===== config.mk =====
export PLATFORM = sky130hd
export DESIGN_NAME = pll_reset_seq
export DESIGN_NICKNAME = d
export VERILOG_FILES = /design/src/rtl/pll_reset_pkg.sv /design/src/rtl/sync_2ff.sv /design/src/rtl/pll_reset_seq.sv
export SDC_FILE = /design/constraint.sdc
export NUM_CORES = 1
export LEC_CHECK = 0
export CORE_ASPECT_RATIO = 0.9
export CORE_MARGIN = 4
export CORE_UTILIZATION = 44
export CTS_CLUSTER_DIAMETER = 200
export CTS_CLUSTER_SIZE = 10
export DETAILED_ROUTE_END_ITERATION = 6
export GPL_ROUTABILITY_DRIVEN = 0
export HOLD_SLACK_MARGIN = 0.15
export PLACE_DENSITY_LB_ADDON = 0.1
export SLEW_MARGIN = 20
export SYNTH_ARGS = -nofsm -noshare
export SYNTH_HDL_FRONTEND = slang
export SYNTH_SLANG_ARGS = --single-unit

===== constraint.sdc =====
create_clock -name clk -period 5 [get_ports clk]
set_clock_uncertainty 0.05 [all_clocks]
set_input_delay 1.5 -clock clk [delete_from_list [all_inputs] [get_ports clk]]
set_output_delay 1.5 -clock clk [all_outputs]
set_load 0.005 [all_outputs]

===== src/rtl/pll_reset_pkg.sv =====
// Shared types and default timing constants for the PLL reset sequencer.
package pll_reset_pkg;

    typedef enum logic [2:0] {
        PLL_RST,
        WAIT_LOCK,
        STABLE,
        SDRAM_UP,
        RUN
    } state_e;

    localparam int DEF_PLL_RST_CYCLES      = 16;
    localparam int DEF_LOCK_TIMEOUT_CYCLES = 1000000;
    localparam int DEF_LOCK_STABLE_CYCLES  = 1024;
    localparam int DEF_CORE_DELAY_CYCLES   = 256;

    typedef struct packed {
        logic pll_rst;
        logic sdram_rst;
        logic core_rst;
        logic ready;
    } rst_outs_t;

    // Output levels are a pure function of the state being entered.
    function automatic rst_outs_t outs_for(state_e s);
        rst_outs_t o;
        o = '{pll_rst: 1'b0, sdram_rst: 1'b1, core_rst: 1'b1, ready: 1'b0};
        case (s)
            PLL_RST:  o.pll_rst   = 1'b1;
            SDRAM_UP: o.sdram_rst = 1'b0;
            RUN:      o = '{pll_rst: 1'b0, sdram_rst: 1'b0, core_rst: 1'b0, ready: 1'b1};
            default:  o.pll_rst   = 1'b0;
        endcase
        return o;
    endfunction

    function automatic int max_int(int a, int b);
        return (a > b) ? a : b;
    endfunction

endpackage


===== src/rtl/sync_2ff.sv =====
// Two-flop synchronizer for a single asynchronous level signal.
module sync_2ff (
    input  logic clk,
    input  logic rst,
    input  logic d,
    output logic q
);

    logic meta;

    always_ff @(posedge clk or posedge rst) begin
        if (rst) begin
            meta <= 1'b0;
            q    <= 1'b0;
        end else begin
            meta <= d;
            q    <= meta;
        end
    end

endmodule


===== src/rtl/pll_reset_seq.sv =====
// Sequences PLL reset, lock qualification and staged release of memory and core resets.
module pll_reset_seq
    import pll_reset_pkg::*;
#(
    parameter int PLL_RST_CYCLES      = DEF_PLL_RST_CYCLES,
    parameter int LOCK_TIMEOUT_CYCLES = DEF_LOCK_TIMEOUT_CYCLES,
    parameter int LOCK_STABLE_CYCLES  = DEF_LOCK_STABLE_CYCLES,
    parameter int CORE_DELAY_CYCLES   = DEF_CORE_DELAY_CYCLES
) (
    input  logic       clk,
    input  logic       rst,
    input  logic       locked,
    output logic       pll_rst,
    output logic       sdram_rst,
    output logic       core_rst,
    output logic       ready,
    output logic [7:0] relock_count
);

    // All cycle parameters are expected to be >= 1; the counter only ever reaches max-1.
    localparam int MAX_CYCLES = max_int(max_int(PLL_RST_CYCLES, LOCK_TIMEOUT_CYCLES),
                                        max_int(LOCK_STABLE_CYCLES, CORE_DELAY_CYCLES));
    localparam int CNT_W = (MAX_CYCLES > 1) ? $clog2(MAX_CYCLES) : 1;

    typedef logic [CNT_W-1:0] cnt_t;

    localparam cnt_t PLL_RST_LAST = cnt_t'(PLL_RST_CYCLES - 1);
    localparam cnt_t TIMEOUT_LAST = cnt_t'(LOCK_TIMEOUT_CYCLES - 1);
    localparam cnt_t STABLE_LAST  = cnt_t'(LOCK_STABLE_CYCLES - 1);
    localparam cnt_t CORE_LAST    = cnt_t'(CORE_DELAY_CYCLES - 1);

    state_e    state;
    cnt_t      cnt;
    rst_outs_t outs;
    logic      locked_s;

    sync_2ff u_lock_sync (
        .clk (clk),
        .rst (rst),
        .d   (locked),
        .q   (locked_s)
    );

    // Outputs are loaded with the destination state's levels on the transition edge,
    // so they stay registered and change together with the state.
    always_ff @(posedge clk or posedge rst) begin
        if (rst) begin
            state        <= PLL_RST;
            cnt          <= '0;
            outs         <= outs_for(PLL_RST);
            relock_count <= '0;
        end else begin
            case (state)
                PLL_RST: begin
                    if (cnt == PLL_RST_LAST) begin
                        state <= WAIT_LOCK;
                        cnt   <= '0;
                        outs  <= outs_for(WAIT_LOCK);
                    end else begin
                        cnt <= cnt + cnt_t'(1);
                    end
                end
                WAIT_LOCK: begin
                    if (locked_s) begin
                        state <= STABLE;
                        cnt   <= '0;
                        outs  <= outs_for(STABLE);
                    end else if (cnt == TIMEOUT_LAST) begin
                        state <= PLL_RST;
                        cnt   <= '0;
                        outs  <= outs_for(PLL_RST);
                    end else begin
                        cnt <= cnt + cnt_t'(1);
                    end
                end
                STABLE: begin
                    if (!locked_s) begin
                        state <= WAIT_LOCK;
                        cnt   <= '0;
                        outs  <= outs_for(WAIT_LOCK);
                    end else if (cnt == STABLE_LAST) begin
                        state <= SDRAM_UP;
                        cnt   <= '0;
                        outs  <= outs_for(SDRAM_UP);
                    end else begin
                        cnt <= cnt + cnt_t'(1);
                    end
                end
                SDRAM_UP, RUN: begin
                    if (!locked_s) begin
                        state <= PLL_RST;
                        cnt   <= '0;
                        outs  <= outs_for(PLL_RST);
                        if (relock_count != 8'hFF) begin
                            relock_count <= relock_count + 8'd1;
                        end
                    end else if (state == SDRAM_UP) begin
                        if (cnt == CORE_LAST) begin
                            state <= RUN;
                            cnt   <= '0;
                            outs  <= outs_for(RUN);
                        end else begin
                            cnt <= cnt + cnt_t'(1);
                        end
                    end
                end
                default: begin
                    state <= PLL_RST;
                    cnt   <= '0;
                    outs  <= outs_for(PLL_RST);
                end
            endcase
        end
    end

    assign pll_rst   = outs.pll_rst;
    assign sdram_rst = outs.sdram_rst;
    assign core_rst  = outs.core_rst;
    assign ready     = outs.ready;

endmodule


==> out/summary.txt <==
Status: complete, no violations
Pin count of the biggest net entering global routing: 37
Vias: 1433
Count of flip-flops with a built-in enable after synthesis: 0
Slew @ Worst Pin: 0.6094 ns
Hold Vio Cnt, Final: 0
Critical Path Start: cnt[12]
DR iter-0 viols: 92
Wirelength per Cell: 14.54 µm
Commonest non-fill, non-tap cell in the layout: dfrtp_1
PD cells: 448.5 mW/mm²
# fillers: 381
Setup TNS: 0 ns
FF+latch area: 904.6 µm²
CP arrival: 3.28 ns
Critical Path RT: 5.17 ns
Share of cells above drive strength 1: 11.17%
Final setup viols: 0
CTS buffer count: 5
Crit. End Element: flip-flop
Rel. slew slack: 59.00%
Area of the multi-input gates: 870.8 µm²
Rows: 22
Post-CTS Setup Bufs: 0
Hold Buf Count CTS: 0
CORE AREA: 0.004074 mm²
#FFs+latches synth: 36
Worst skew pair latency: 0.29 ns
Chip height: 69.42 µm
PnR Total Power: 0.9433 mW
Reg2reg setup slack: 1.89 ns
Clock Pin Slew Worst Setup and Hold Paths: 0.08 ns
Syn. warnings: 0
Crit-path max FO: 21
Fmax: 0.3214 GHz
First-pass DRT Iterations: 4
CTS Buffer Depth: 2
R2r startpoint: cnt[12]
Mapped cell area: 0.001844 mm²
Maxcap violations: 0
GRT Total Usage: 15.54%
HP Start: u_lock_sync.meta
# DRC: 0
Die area: 0.005293 mm²
Min Clock Period, post-route: 3.112 ns
TritonCTS clock tree: done
Cell leakage power: 0.8841 nW
N_diodes: 0
Synth Net Count: 197
Slew Limit Fails: 0
Netlist cell types: 46
GRT Residual Overflow: 0
Final WL: 3693 µm
Hold-critical path depth: 0
Area added between synthesis and finish: 14.04%
WS Path Type: flip-flop to flip-flop
Period utilization: 62.24%
Port bufs: 14
First-pass GRT wire length: 6617 µm
Type of origin of the critical path: flip-flop
Post-DRT Antenna Nets: 0
Syn Area/Cell: 9.606 µm²
# clock sinks: 36
I/O pins: 15
Seq/Total Area, Yosys: 49.05%
NumNets Final: 210
Final worst slack: 1.888 ns
Synth Instances: 192
RSZ-0062 raised after global routing: false
Initial antenna violation count: 0
Most frequent cells in the layout: 33 x dfrtp_1, 20 x nor2_1, 20 x nand2_1
Post-DP HPWL: 2632 µm
Synth Flop Type: dfrtp_1
Async set-reset flop share out of synthesis: 100.0%
Avg Vias per Cell: 5.642
Die width: 76.25 µm
Number of global-route vias before repair: 1448
Cells resized by post-CTS repair: 0
Setup WS pre-CTS: 1.904 ns
Worst vdd ir: 177.8 µV
Initial core utilization: 45.27%
Worst Hold Class: flip-flop to flip-flop
H-tree depth: 2
CTS Root Cell: clkbuf_8
Worst r2r path cells: 6
==> through the flow <==
stage | std cells | util, % | area (µm²) | hold WS (ns)
3_3_place_gp | 246 | 49.32 | 2009 | 0.2862
3_5_place_dp | 246 | 49.32 | 2009 | 0.3003
5_1_grt | 254 | 51.63 | 2103 | 0.3177
2_1_floorplan | 192 | - | 1844 | 0.2812
6_report | 254 | 51.63 | 2103 | 0.3057
4_1_cts | 254 | 51.63 | 2103 | 0.3132
==> critical path: stages, from the launching register on <==
cell	delay [ns]
dfrtp_1	0.43
or4_4	0.54
nor4b_1	0.34
a21oi_1	0.12
or4_4	0.69
nor2_2	0.50
mux2_1	0.38
==> state kept, by name (all words and copies together) (netlist names) <==
register          count
u_lock_sync.q         1
relock_count          8
pll_rst               1
sdram_rst             1
state                 3
cnt                  20
core_rst              1
u_lock_sync.meta      1
==> synth_stat cells, types with 4 or more instances <==
cell | number | area share (%)
clkbuf_1 | 7 | 1.4
inv_1 | 7 | 1.4
dfrtp_1 | 33 | 45
nand2_1 | 20 | 4.1
a21oi_1 | 4 | 1.1
xnor2_1 | 8 | 3.8
nand3_1 | 18 | 4.9
nand4_1 | 7 | 2.4
xor2_1 | 12 | 5.7
nor2_1 | 20 | 4.1
nor3_1 | 7 | 1.9
o21ai_1 | 4 | 1.1
==> cell families (layout without fill, tap and decap cells) <==
| group | count (synthesis) | count (layout) | share of synthesized area, % |
|---|---|---|---|
| buffers and inverters | 16 | 30 | 3.732 |
| DFF | 36 | 36 | 49.05 |
| muxes | 2 | 2 | 1.221 |
| AOI/OAI and AO/OA | 19 | 19 | 6.988 |
| and+or+nand+nor | 97 | 97 | 28.16 |
| xor gates and xnor gates | 20 | 20 | 9.498 |
| adders and majority gates | 2 | 2 | 1.357 |
==> final cells by class <==
type / instances / share of cell area [%]
Multi-Input combinational cell: 140 / 41.40
Tap cell: 48 / 2.855
Sequential cell: 36 / 43.01
Clock buffer: 7 / 4.105
Inverter: 7 / 1.249
Timing Repair Buffer: 15 / 7.020
Clock inverter: 1 / 0.3569
==> metal layers <==
metal  routed length, µm  up-vias  track usage (%)
li1                    -      695                -
met1                1725      705            20.20
met2                1775       24            24.00
met3                 111        9            4.935
met4                  80        0            6.439
met5                   0        -                0
==> worst paths after layout <==
kind | end
min | u_lock_sync.q
min in group asynchronous | cnt[8]
min reg2reg | u_lock_sync.q
max | core_rst
max in group asynchronous | pll_rst
max reg2reg | core_rst
==> power breakdown <==
group	internal (mW)	switching [mW]	total (mW)
sequential	0.346	0.0669	0.413
combinational	0.148	0.167	0.315
clock	0.112	0.103	0.215
Note: power is estimated with default switching activity, not from simulation.
